[config.mk]
export PLATFORM = sky130hd
export DESIGN_NAME = iv_count_fifo_primitives_flat
export DESIGN_NICKNAME = d
export VERILOG_FILES = /design/src/rtl/iv_count_fifo_primitives_if.sv /design/src/rtl/iv_count_fifo_primitives.sv /design/src/flat_wrapper.sv
export SDC_FILE = /design/constraint.sdc
export NUM_CORES = 1
export LEC_CHECK = 0
export ABC_AREA = 1
export BUFFER_PORTS_ARGS = -buffer_cell sky130_fd_sc_hd__buf_2
export CAP_MARGIN = 5
export CORE_UTILIZATION = 31
export DETAILED_ROUTE_END_ITERATION = 12
export GPL_TIMING_DRIVEN = 0
export PLACE_DENSITY = 0.53
export RECOVER_POWER = 50
export REMOVE_ABC_BUFFERS = 1
export SYNTH_ARGS = -nofsm -noshare
export SYNTH_HDL_FRONTEND = slang
export SYNTH_SLANG_ARGS = --single-unit
export TNS_END_PERCENT = 20
[constraint.sdc]
create_clock -name clk -period 7.24 [get_ports clk]
set_clock_uncertainty 0.15 [all_clocks]
set_input_delay 0 -clock clk [delete_from_list [all_inputs] [get_ports clk]]
set_output_delay 0 -clock clk [all_outputs]
set_load 0.05 [all_outputs]
[src/rtl/iv_count_fifo_primitives_if.sv]
// iv_count_fifo_primitives_if: valid/ready push and pop handshake of the header FIFO.
interface iv_count_fifo_primitives_if #(
    parameter int FifoWidth = 32
) ();
    logic [FifoWidth-1:0] in_data;
    logic                 in_valid;
    logic                 in_accept;
    logic [FifoWidth-1:0] out_data;
    logic                 out_send;
    logic                 out_ready;
    modport master (
        output in_data, in_valid, out_ready,
        input  in_accept, out_data, out_send
    );
    modport slave (
        input  in_data, in_valid, out_ready,
        output in_accept, out_data, out_send
    );
endinterface

[src/rtl/iv_count_fifo_primitives.sv]
// iv_count_fifo_primitives: modulo-N turn counter, settable up-counter and a small FWFT FIFO
// sharing one clock and reset.
module iv_count_fifo_primitives #(
    parameter int AlarmThreshold = 2,
    parameter int CtrWidth       = 5,
    parameter int CtrInitial     = 12,
    parameter int FifoWidth      = 32,
    parameter int FifoDepth      = 2,
    localparam int AW = AlarmThreshold > 1 ? $clog2(AlarmThreshold) : 1
) (
    input  logic                clk,
    input  logic                rst_n,
    input  logic                alarm_enable,
    output logic [AW-1:0]       alarm_count,
    output logic                alarm_done,
    input  logic                ctr_set,
    input  logic                ctr_clear,
    input  logic                ctr_load,
    input  logic                ctr_enable,
    input  logic [CtrWidth-1:0] ctr_in,
    output logic [CtrWidth-1:0] ctr_count,
    iv_count_fifo_primitives_if.slave fifo
);
    localparam int PW = FifoDepth > 1 ? $clog2(FifoDepth) : 1;
    localparam int CW = $clog2(FifoDepth + 1);

    logic [FifoWidth-1:0] mem [FifoDepth];
    logic [PW-1:0]        rd_ptr, wr_ptr;
    logic [CW-1:0]        count;
    logic                 push, pop;

    assign alarm_done = alarm_enable && alarm_count == AW'(AlarmThreshold - 1);

    always_ff @(posedge clk or negedge rst_n)
        if (!rst_n)
            alarm_count <= '0;
        else if (alarm_enable)
            alarm_count <= alarm_done ? '0 : alarm_count + 1'b1;

    always_ff @(posedge clk or negedge rst_n)
        if (!rst_n)
            ctr_count <= CtrWidth'(CtrInitial);
        else
            ctr_count <= ctr_set    ? CtrWidth'(CtrInitial) :
                         ctr_clear  ? '0 :
                         ctr_load   ? ctr_in :
                         ctr_enable ? ctr_count + 1'b1 : ctr_count;

    // Accept is based on the pre-edge count only, so a full FIFO never bypasses a pop.
    assign fifo.in_accept = count < CW'(FifoDepth);
    assign fifo.out_send  = count != '0;
    assign fifo.out_data  = mem[rd_ptr];
    assign push = fifo.in_valid && fifo.in_accept;
    assign pop  = fifo.out_ready && fifo.out_send;

    always_ff @(posedge clk)
        if (push)
            mem[wr_ptr] <= fifo.in_data;

    always_ff @(posedge clk or negedge rst_n)
        if (!rst_n) begin
            rd_ptr <= '0;
            wr_ptr <= '0;
            count  <= '0;
        end else begin
            if (push)
                wr_ptr <= wr_ptr == PW'(FifoDepth - 1) ? '0 : wr_ptr + 1'b1;
            if (pop)
                rd_ptr <= rd_ptr == PW'(FifoDepth - 1) ? '0 : rd_ptr + 1'b1;
            count <= push && !pop ? count + 1'b1 :
                     pop && !push ? count - 1'b1 : count;
        end
endmodule

[src/flat_wrapper.sv]
// flat-port wrapper written by rule: the top's interface ports become plain ports
module iv_count_fifo_primitives_flat 
#(
    parameter int AlarmThreshold = 2,
    parameter int CtrWidth       = 5,
    parameter int CtrInitial     = 12,
    parameter int FifoWidth      = 32,
    parameter int FifoDepth      = 2,
    localparam int AW = AlarmThreshold > 1 ? $clog2(AlarmThreshold) : 1
)
  (clk, rst_n, alarm_enable, alarm_count, alarm_done, ctr_set, ctr_clear, ctr_load, ctr_enable, ctr_in, ctr_count, fifo_in_data, fifo_in_valid, fifo_out_ready, fifo_in_accept, fifo_out_data, fifo_out_send);
  iv_count_fifo_primitives_if #(.FifoWidth(FifoWidth)) fifo_i ();
  input  logic clk;
  input  logic rst_n;
  input  logic alarm_enable;
  output logic [AW-1:0] alarm_count;
  output logic alarm_done;
  input  logic ctr_set;
  input  logic ctr_clear;
  input  logic ctr_load;
  input  logic ctr_enable;
  input  logic [CtrWidth-1:0] ctr_in;
  output logic [CtrWidth-1:0] ctr_count;
  input wire logic [$bits(fifo_i.in_data)-1:0] fifo_in_data;
  input wire logic [$bits(fifo_i.in_valid)-1:0] fifo_in_valid;
  input wire logic [$bits(fifo_i.out_ready)-1:0] fifo_out_ready;
  output wire logic [$bits(fifo_i.in_accept)-1:0] fifo_in_accept;
  output wire logic [$bits(fifo_i.out_data)-1:0] fifo_out_data;
  output wire logic [$bits(fifo_i.out_send)-1:0] fifo_out_send;
  assign fifo_i.in_data = fifo_in_data;
  assign fifo_i.in_valid = fifo_in_valid;
  assign fifo_i.out_ready = fifo_out_ready;
  assign fifo_in_accept = fifo_i.in_accept;
  assign fifo_out_data = fifo_i.out_data;
  assign fifo_out_send = fifo_i.out_send;
  iv_count_fifo_primitives #(.AlarmThreshold(AlarmThreshold), .CtrWidth(CtrWidth), .CtrInitial(CtrInitial), .FifoWidth(FifoWidth), .FifoDepth(FifoDepth)) u_core (.clk(clk), .rst_n(rst_n), .alarm_enable(alarm_enable), .alarm_count(alarm_count), .alarm_done(alarm_done), .ctr_set(ctr_set), .ctr_clear(ctr_clear), .ctr_load(ctr_load), .ctr_enable(ctr_enable), .ctr_in(ctr_in), .ctr_count(ctr_count), .fifo(fifo_i));
endmodule
## Word level (Yosys, flattened, before mapping)

Memory sizes are Yosys's and may differ from the RTL's.
Index checks and enable logic that the tools add are counted.

| word-level totals | value |
|---|---|
| register bits after elaboration | 10 |
| RAM bits | 64 |
| bits of input ports | 46 |
| output and inout bits | 41 |
| word-level logic and storage cells | 34 |
| memories | 1 |

Memory list:

| memory | depth | width | read ports | clocked after Yosys merged registers in | write ports | line | RTL |
|---|---|---|---|---|---|---|---|
| u_core.mem | 2 | 32 | 1 | 0 | 1 | iv_count_fifo_primitives.sv:27 | `logic [FifoWidth-1:0] mem [FifoDepth];` |

| operators by class | value |
|---|---|
| add/sub/neg operators | 6 |
| $lt $le $gt $ge | 1 |
| mux-type cells | 11 |
| reduce and logical (&&, ||, !) cells | 10 |

Operators by type and width:

| cell | number |
|---|---|
| $mux 5 | 4 |
| $add 5x1->5 const B | 1 |
| $logic_and 1x1->1 | 5 |
| $mux 1 | 5 |
| $mux 2 | 2 |
| $reduce_bool 2->1 | 2 |
| $reduce_bool 4->1 | 1 |
| $add 1x1->1 const B | 3 |
| $add 2x1->2 const B | 1 |
| $logic_not 1->1 | 2 |
| $lt 2x2->1 const B | 1 |
| $sub 2x1->2 const B | 1 |

## Logic depth before layout (Yosys ltp)

Gate-level depths: netlist (run 1).

| logic depth | value |
|---|---|
| depth in word-level cells | 6 |
| depth in mapped cells | 8 |
| depth with buffers taken out | 8 |

## Worst setup path after synthesis (run 1)

Ideal clock, no wire load.

| timing | value |
|---|---|
| path kind | register to register |
| start point | reg u_core.count[1] |
| end point | mem u_core.mem[0][0] (enable) |
| setup time | 0.421 ns |
| arrival time | 2.303 ns |
| data required time | 6.669 ns |
| setup slack | 4.365 ns |
| cell stages (with the launch flop) | 4 |
| buffers on the path | 0 |
| period minus slack after synthesis | 2.875 ns |
| cell sequence | dfrtp_1 -> inv_1 -> nand2_1 -> nor2_1 |

| on the way | value |
|---|---|
| word-level cells in the longest chain between the ends | 4 |

RTL lines:

| what | line | RTL |
|---|---|---|
| start: declaration | iv_count_fifo_primitives.sv:29 | `logic [CW-1:0] count;` |
| start signal: assignment | iv_count_fifo_primitives.sv:70 | `count <= push && !pop ? count + 1'b1 :` |
| $lt 2x2->1 | iv_count_fifo_primitives.sv:50 | `assign fifo.in_accept = count < CW'(FifoDepth);` |
| via fifo_in_accept | flat_wrapper.sv:27 | `output wire logic [$bits(fifo_i.in_accept)-1:0] fifo_in_accept;` |
| $logic_and 1x1->1 | iv_count_fifo_primitives.sv:53 | `assign push = fifo.in_valid && fifo.in_accept;` |
| $mux 1 | iv_count_fifo_primitives.sv:57 | `if (push)` |
| $mux 1 (implied by the code) | iv_count_fifo_primitives.sv:58 | `mem[wr_ptr] <= fifo.in_data;` |
| end: declaration | iv_count_fifo_primitives.sv:27 |  |

The timed path passes the listed nets, and every way through them passes these cells.

## Worst setup path in the final report (run 1)

| timing | value |
|---|---|
| start point | reg u_core.rd_ptr |
| end point | out fifo_out_data[10] |

| on the way | value |
|---|---|
| word-level cells in the longest chain between the ends | 1 |

RTL lines:

| what | line | RTL |
|---|---|---|
| start: declaration | iv_count_fifo_primitives.sv:28 | `logic [PW-1:0] rd_ptr, wr_ptr;` |
| start signal: assignment | iv_count_fifo_primitives.sv:69 | `rd_ptr <= rd_ptr == PW'(FifoDepth - 1) ? '0 : rd_ptr + 1'b1;` |
| $mem_v2 2x32 | n/a |  |
| end: declaration | flat_wrapper.sv:28 | `output wire logic [$bits(fifo_i.out_data)-1:0] fifo_out_data;` |

No other way between the ends.

==> results.sh, run 1 <==
export IMPL_status="finished, final reports clean"
export IMPL_crit_buf_inv=2
export IMPL_seqPwrFrac_pct=37.0
export IMPL_antenna_left=0
export IMPL_vias=2188
export IMPL_r2r_start="u_core.count[1]"
export IMPL_dp_final_hpwl_um=3680
export IMPL_nets=432
export IMPL_io_pins=87
export IMPL_route_detailed_drc=0
export IMPL_post_dp_cell_area_um2=3480
export IMPL_crit_chain="inv_2 -> nand2_1 -> nand2_1 -> buf_2"
export IMPL_core_rowCount=34
export IMPL_gp_congestion=0.724
export IMPL_clkTransAtPathRegs_ns=0.08
export IMPL_synth_top_family_by_area="simple AND/OR/NAND/NOR gates"
export IMPL_setup_violations=0
export IMPL_grt_pass1_vias=2164
export IMPL_die_height_um=98.6
export IMPL_worstPathArrival_ns=2.55
export IMPL_synth_cell_types=20
export IMPL_crit_fanout=33
export IMPL_yosys_top_cells_area="edfxtp_1 (66%), nand2_1 (14%), dfrtp_1 (6.9%)"
export IMPL_drt_wl_total_um=6060
export IMPL_drive_above_1_share_pct=21.1
export IMPL_fin_crit_sh_pct=37.2
export IMPL_antenna_found_initial=0
export IMPL_crit_path_frequent_cell="nand2_1"
export IMPL_crit_family="flip-flops"
export IMPL_synth_edf_count=64
export IMPL_power_switching_uw=753
export IMPL_whs_endpoint="u_core.mem[1][3]"
export IMPL_syn_area_per_cell_um2=12.0
export IMPL_vias_per_cell=4.40
export IMPL_cts_tree="yes"
export IMPL_die_x_um=98.6
export IMPL_dr_pass1_iters=4
export IMPL_synth_ff_type="edfxtp_1"
export IMPL_crit_required_ns=7.09
export IMPL_r2r_end="u_core.mem[0][7]"
export IMPL_synthMuxAreaShare_pct=0.346
export IMPL_reg2reg_depth=4
export IMPL_slowest_delay_ns=1.13
export IMPL_p_comb_share_pct=44.0
export IMPL_ys_seq_elements=74
export IMPL_root_buffer="clkbuf_8"
export IMPL_core_area_um2=8890
export IMPL_drt_initial_drc_count=71
export IMPL_yosys_area_share_simple_pct=17.4
export IMPL_tightest_slew_ns=1.41
export IMPL_leakagePower_nw=1.79
export IMPL_slew_headroom_pct=5.89
export IMPL_cellPowerDensity_nw_per_um2=394
export IMPL_cts_resized=0
export IMPL_wl_per_cell_um=12.2
export IMPL_fmax_ghz=0.371
export IMPL_synth_adder_area_share_pct=0.865
export IMPL_clock_latency_ns=0.33
export IMPL_period_minus_slack_ns=2.70
export IMPL_numPortBuffers=86
export IMPL_min_from="fifo_in_data[3]"
export IMPL_hold_path_class="input pin to flop"
export IMPL_rsz0062_at_grt="false"
export IMPL_synth_top_area_cell="edfxtp_1"
export IMPL_area_delta_synth_final_pct=43.7
export IMPL_clock_sinks=74
export IMPL_p_sw_share_pct=46.0
export IMPL_setup_tns_final_ns=0
export IMPL_yosys_area_top_type_share_pct=66.5
export IMPL_report_final_slew_viol_count=0
export IMPL_ir_drop_mv=0.220
export IMPL_p_int_uw=883
export IMPL_post_route_cell_area_um2=4150
export IMPL_start_util_pct=32.5
export IMPL_synth_common_cells="nand2_1 (110), edfxtp_1 (64), nor2_1 (13)"
export IMPL_crit_slowest_cell="dfrtp_1"
export IMPL_cap_violations=0
export IMPL_grt_pass1_wl_um=10100
export IMPL_synth_async_reset_ratio_pct=13.5
export IMPL_synth_compound_gate_area_share_pct=1.38
export IMPL_fill_cells=827
export IMPL_whs_path_depth=2
export IMPL_pwr_share_clk_pct=19.1
export IMPL_grt_use_total_pct=13.5
export IMPL_synth_cells=240
export IMPL_grt_remaining_overflow=0
export IMPL_antenna_cells=0
export IMPL_netlist_area_um2=2890
export IMPL_critical_path_class="flop to primary output"
export IMPL_clockBufferDepth=2
export IMPL_cts_buffers=9
export IMPL_finalHoldViolCount=0
export IMPL_rrSetupSlack_ns=4.79
export IMPL_ys_seq_area_share_pct=75.2
export IMPL_yosysWarnings=0
export IMPL_htreeDepth=3
export IMPL_grt_max_degree=34
export IMPL_start_kind="flop"
export IMPL_crit_path_end_kind="primary output"
export IMPL_cp_num_cells=4
export IMPL_synth_xor_area_share_pct=1.82
export IMPL_synth_most_common_cell="nand2_1"
export IMPL_fp_dieArea_um2=9720
==> registers in the layout, indices dropped and copies added, names as in the netlist <==
signal,count
u_core.alarm_count,1
u_core.count,2
u_core.ctr_count,5
u_core.mem,64
u_core.rd_ptr,1
u_core.wr_ptr,1
==> cells by family after synthesis <==
group           count (synthesis)
buf+inv                        19
xor+xnor                        6
flops                          74
fa+ha+maj                       2
compound gates                  8
simple gates                  130
mux                             1
==> worst max-delay path by stage <==
stage	startpoint	to	slack (ns)
floorplan	u_core.count[1]	u_core.mem[0][0]	4.37
global placement	u_core.count[1]	u_core.mem[1][24]	3.69
detailed placement	u_core.rd_ptr	fifo_out_data[10]	4.79
CTS	u_core.rd_ptr	fifo_out_data[10]	4.38
global route	u_core.rd_ptr	fifo_out_data[18]	4.28
finish	u_core.rd_ptr	fifo_out_data[10]	4.54
==> power by group through the flow <==
stage          Clock [mW]  Combinational, mW  Sequential [mW]
2_1_floorplan           0              0.511            0.611
3_3_place_gp            0              0.682            0.623
3_5_place_dp            0              0.712            0.618
4_1_cts             0.322              0.736            0.610
5_1_grt             0.342              0.768            0.617
6_report            0.312              0.719            0.605
==> per-stage QoR <==
step | total power, mW | cells | hold WS (ns) | setup WS, ns | utilization [%]
finish | 1.64 | 497 | 0.236 | 4.54 | 46.7
global route | 1.73 | 497 | 0.221 | 4.28 | 46.7
CTS | 1.67 | 497 | 0.210 | 4.38 | 47.2
detailed placement | 1.33 | 429 | -0.267 | 4.79 | 39.2
global placement | 1.31 | 427 | -0.272 | 3.69 | 38.4
floorplan | 1.12 | 233 | -0.446 | 4.37 | -
==> layout by cell type (no fill, tap or decap), types with 3 or more instances in the layout <==
cell / Yosys / routed
nand3_1: 3 / 3
xor2_1: 5 / 5
o21ai_0: 4 / 4
inv_2: 3 / 3
nor2_1: 13 / 12
dlygate4sd3_1: 0 / 52
nand2_1: 110 / 110
dfrtp_1: 8 / 8
inv_1: 9 / 9
a21oi_1: 3 / 3
edfxtp_1: 64 / 64
clkbuf_8: 0 / 9
buf_2: 4 / 56
clkbuf_1: 0 / 31
==> per-layer routing <==
metal / track usage (%) / routed length [um] / vias to the layer above / share of wire, %
li1: - / - / 1076 / -
met1: 15.8 / 2590 / 1016 / 43
met2: 22.9 / 2970 / 88 / 49
met3: 5.11 / 451 / 8 / 7.4
met4: 4.48 / 52 / 0 / 0.86
met5: 0 / 0 / - / 0
==> area by class of cell <==
class / instances / area (um^2) / area share (%)
Clock buffer: 10 / 128 / 3.07
Clock inverter: 6 / 66.3 / 1.60
Inverter: 12 / 45.0 / 1.08
Multi-Input combinational cell: 147 / 637 / 15.3
Sequential cell: 74 / 2170 / 52.3
Tap cell: 108 / 135 / 3.25
Timing Repair Buffer: 140 / 968 / 23.3
==> what timing repair did <==
item | 4_1_cts | 5_1_grt
hold endpoints to repair | 83 | 0
buffers inserted | 0 | 0
hold buffers | 52 | 0
endpoints found under the setup margin | 0 | 0
(Power assumes the default switching activity.)
==> run 2, diff against run 1 <==
--- a/config.mk
+++ b/config.mk
@@ -11,7 +11,7 @@
 export CORE_UTILIZATION = 31
 export DETAILED_ROUTE_END_ITERATION = 12
 export GPL_TIMING_DRIVEN = 0
-export PLACE_DENSITY = 0.53
+export PLACE_DENSITY = 0.55
 export RECOVER_POWER = 50
 export REMOVE_ABC_BUFFERS = 1
 export SYNTH_ARGS = -nofsm -noshare
==> constraint.sdc (replaced) <==
create_clock -name clk -period 2.4 [get_ports clk]
set_clock_uncertainty 0.15 [all_clocks]
set_input_delay 0 -clock clk [delete_from_list [all_inputs] [get_ports clk]]
set_output_delay 0 -clock clk [all_outputs]
set_load 0.05 [all_outputs]
==> run 2 against run 1 <==
  * Non-clock buffer count grew 1
  * Sequential power grew to 3.0 times the previous value
  * Critical path depth grew 7
  * Power grew to 3.0 times the previous value
  * Largest power group unchanged
==> results.sh, run 2 (synthesis gave the netlist of run 1 again) <==
export IMPL_core_rowCount=34
export IMPL_numPortBuffers=86
export IMPL_route_detailed_drc=0
export IMPL_clockBufferDepth=2
export IMPL_period_minus_slack_ns=2.14
export IMPL_cellPowerDensity_nw_per_um2=1180
export IMPL_ir_drop_mv=0.344
export IMPL_crit_path_end_kind="flop"
export IMPL_grt_use_total_pct=13.1
export IMPL_crit_required_ns=2.53
export IMPL_root_buffer="clkbuf_8"
export IMPL_rrSetupSlack_ns=0.34
export IMPL_fp_dieArea_um2=9720
export IMPL_start_util_pct=32.5
export IMPL_wl_per_cell_um=12.0
export IMPL_final_common_cell="nand2_1"
export IMPL_setup_violations=0
export IMPL_hold_path_class="input pin to asynchronous set/reset pin"
export IMPL_clkTransAtPathRegs_ns=0.07
export IMPL_slew_headroom_pct=39.5
export IMPL_worstPathArrival_ns=2.27
export IMPL_crit_fanout=4
export IMPL_die_x_um=98.6
export IMPL_fin_util_pct=46.5
export IMPL_dr_pass1_iters=4
export IMPL_clock_sinks=74
export IMPL_reg_top3="u_core.mem (64), u_core.ctr_count (5), u_core.count (2)"
export IMPL_vias=2130
export IMPL_drt_wl_total_um=5970
export IMPL_htreeDepth=3
export IMPL_fill_cells=817
export IMPL_antenna_left=0
export IMPL_tightest_slew_ns=0.904
export IMPL_fin_cells=498
export IMPL_clock_latency_ns=0.34
export IMPL_core_area_um2=8890
export IMPL_grt_pass1_vias=2083
export IMPL_cap_violations=0
export IMPL_io_pins=87
export IMPL_rsz0062_at_grt="false"
export IMPL_start_kind="input pin"
export IMPL_drive_above_1_share_pct=20.0
export IMPL_cts_tree="yes"
export IMPL_die_height_um=98.6
export IMPL_grt_pass1_wl_um=9560
export IMPL_dpl_cell_count=429
export IMPL_grt_max_degree=34
export IMPL_fmax_ghz=0.466
export IMPL_gp_congestion=0.702
export IMPL_largest_register="u_core.mem"
export IMPL_drt_initial_drc_count=40
export IMPL_leakagePower_nw=1.78
export IMPL_critical_path_class="input pin to flop"
export IMPL_antenna_cells=0
export IMPL_dp_final_hpwl_um=3550
export IMPL_area_delta_synth_final_pct=43.1
export IMPL_fin_crit_sh_pct=89.4
export IMPL_antenna_found_initial=0
export IMPL_report_final_slew_viol_count=0
export IMPL_cts_buffers=9
export IMPL_final_cell_mix="nand2_1 (110), edfxtp_1 (64), buf_2 (53)"
export IMPL_post_cts_buffers=0
export IMPL_vias_per_cell=4.28
export IMPL_grt_remaining_overflow=0
export IMPL_nets=433
export IMPL_status="finished, final reports clean"
export IMPL_whs_ns=0.0716
export IMPL_largest_reg_flops=64
export IMPL_finalHoldViolCount=0
-- run 2: changes by cell type in the layout (fill, tap and decap cells not counted), moves of 2 or more --
cell,delta
buf_16,-2
buf_2,-3
clkinv_2,-2
clkinv_4,-2
clkinv_1,+2
clkbuf_1,+3
dfrtp_1,-2
buf_12,+2
dfrtp_2,+2
-- run 2: through the flow --
| stage | instance area [um^2] | total power [mW] | setup slack [ns] | setup TNS (ns) |
|---|---|---|---|---|
| 3_3_place_gp | 3410 | 3.93 | -1.07 | -69.48 |
| 3_5_place_dp | 3470 | 3.98 | -0.0791 | -1.42 |
| 2_1_floorplan | 2850 | 3.38 | -0.475 | -30.38 |
| 4_1_cts | 4190 | 4.96 | 0.0727 | 0 |
| 6_report | 4140 | 4.89 | 0.255 | 0 |
| 5_1_grt | 4140 | 5.15 | 0.130 | 0 |
-- run 2: area by class of cell --
| cell class | count | area [um^2] | share of cell area, % |
|---|---|---|---|
| Inverter | 12 | 47.5 | 1.15 |
| Tap cell | 108 | 135 | 3.27 |
| Sequential cell | 74 | 2180 | 52.6 |
| Timing Repair Buffer | 141 | 963 | 23.3 |
| Clock inverter | 5 | 53.8 | 1.30 |
| Multi-Input combinational cell | 147 | 629 | 15.2 |
| Clock buffer | 11 | 131 | 3.18 |
-- run 2: worst paths after layout --
path                                 start                  end  cells past startpoint
min                                  rst_n  u_core.ctr_count[2]                      2
min in group clk           fifo_in_data[4]     u_core.mem[1][4]                      2
max reg2reg                u_core.count[1]     u_core.mem[1][8]                      4
max                                ctr_set  u_core.ctr_count[2]                     11
max in group asynchronous            rst_n  u_core.ctr_count[0]                      3
min reg2reg                u_core.count[0]      u_core.count[0]                      1
-- run 2: report_power, final --
| part | switching [mW] | internal, mW | leakage [nW] |
|---|---|---|---|
| sequential | 0.160 | 1.67 | 0.705 |
| combinational | 1.65 | 0.485 | 0.983 |
| clock | 0.441 | 0.478 | 0.0890 |
| total | 2.25 | 2.64 | 1.78 |
-- run 2: timing repair --
action,CTS,global route
gates resized for setup,1,4
hold buffers,53,0
setup endpoints to repair,33,11
hold endpoints to repair,83,0
-- run 2: layer usage --
| metal | part of all wire, % | GRT usage, % | wire length (um) |
|---|---|---|---|
| met2 | 48 | 22.5 | 2850 |
| met4 | 2.1 | 6.89 | 127 |
| met3 | 6.2 | 3.97 | 371 |
| met5 | 0 | 0 | 0 |
| met1 | 44 | 14.8 | 2620 |
-- run 2: critical path: stages --
cell           delay, ns
dlygate4sd3_1       0.54
buf_2               0.13
inv_1               0.04
nand2_1             0.05
inv_2               0.06
nand2_2             0.07
inv_2               0.09
nor2_2              0.04
dlygate4sd3_1       0.54
a21oi_1             0.14
dlygate4sd3_1       0.56
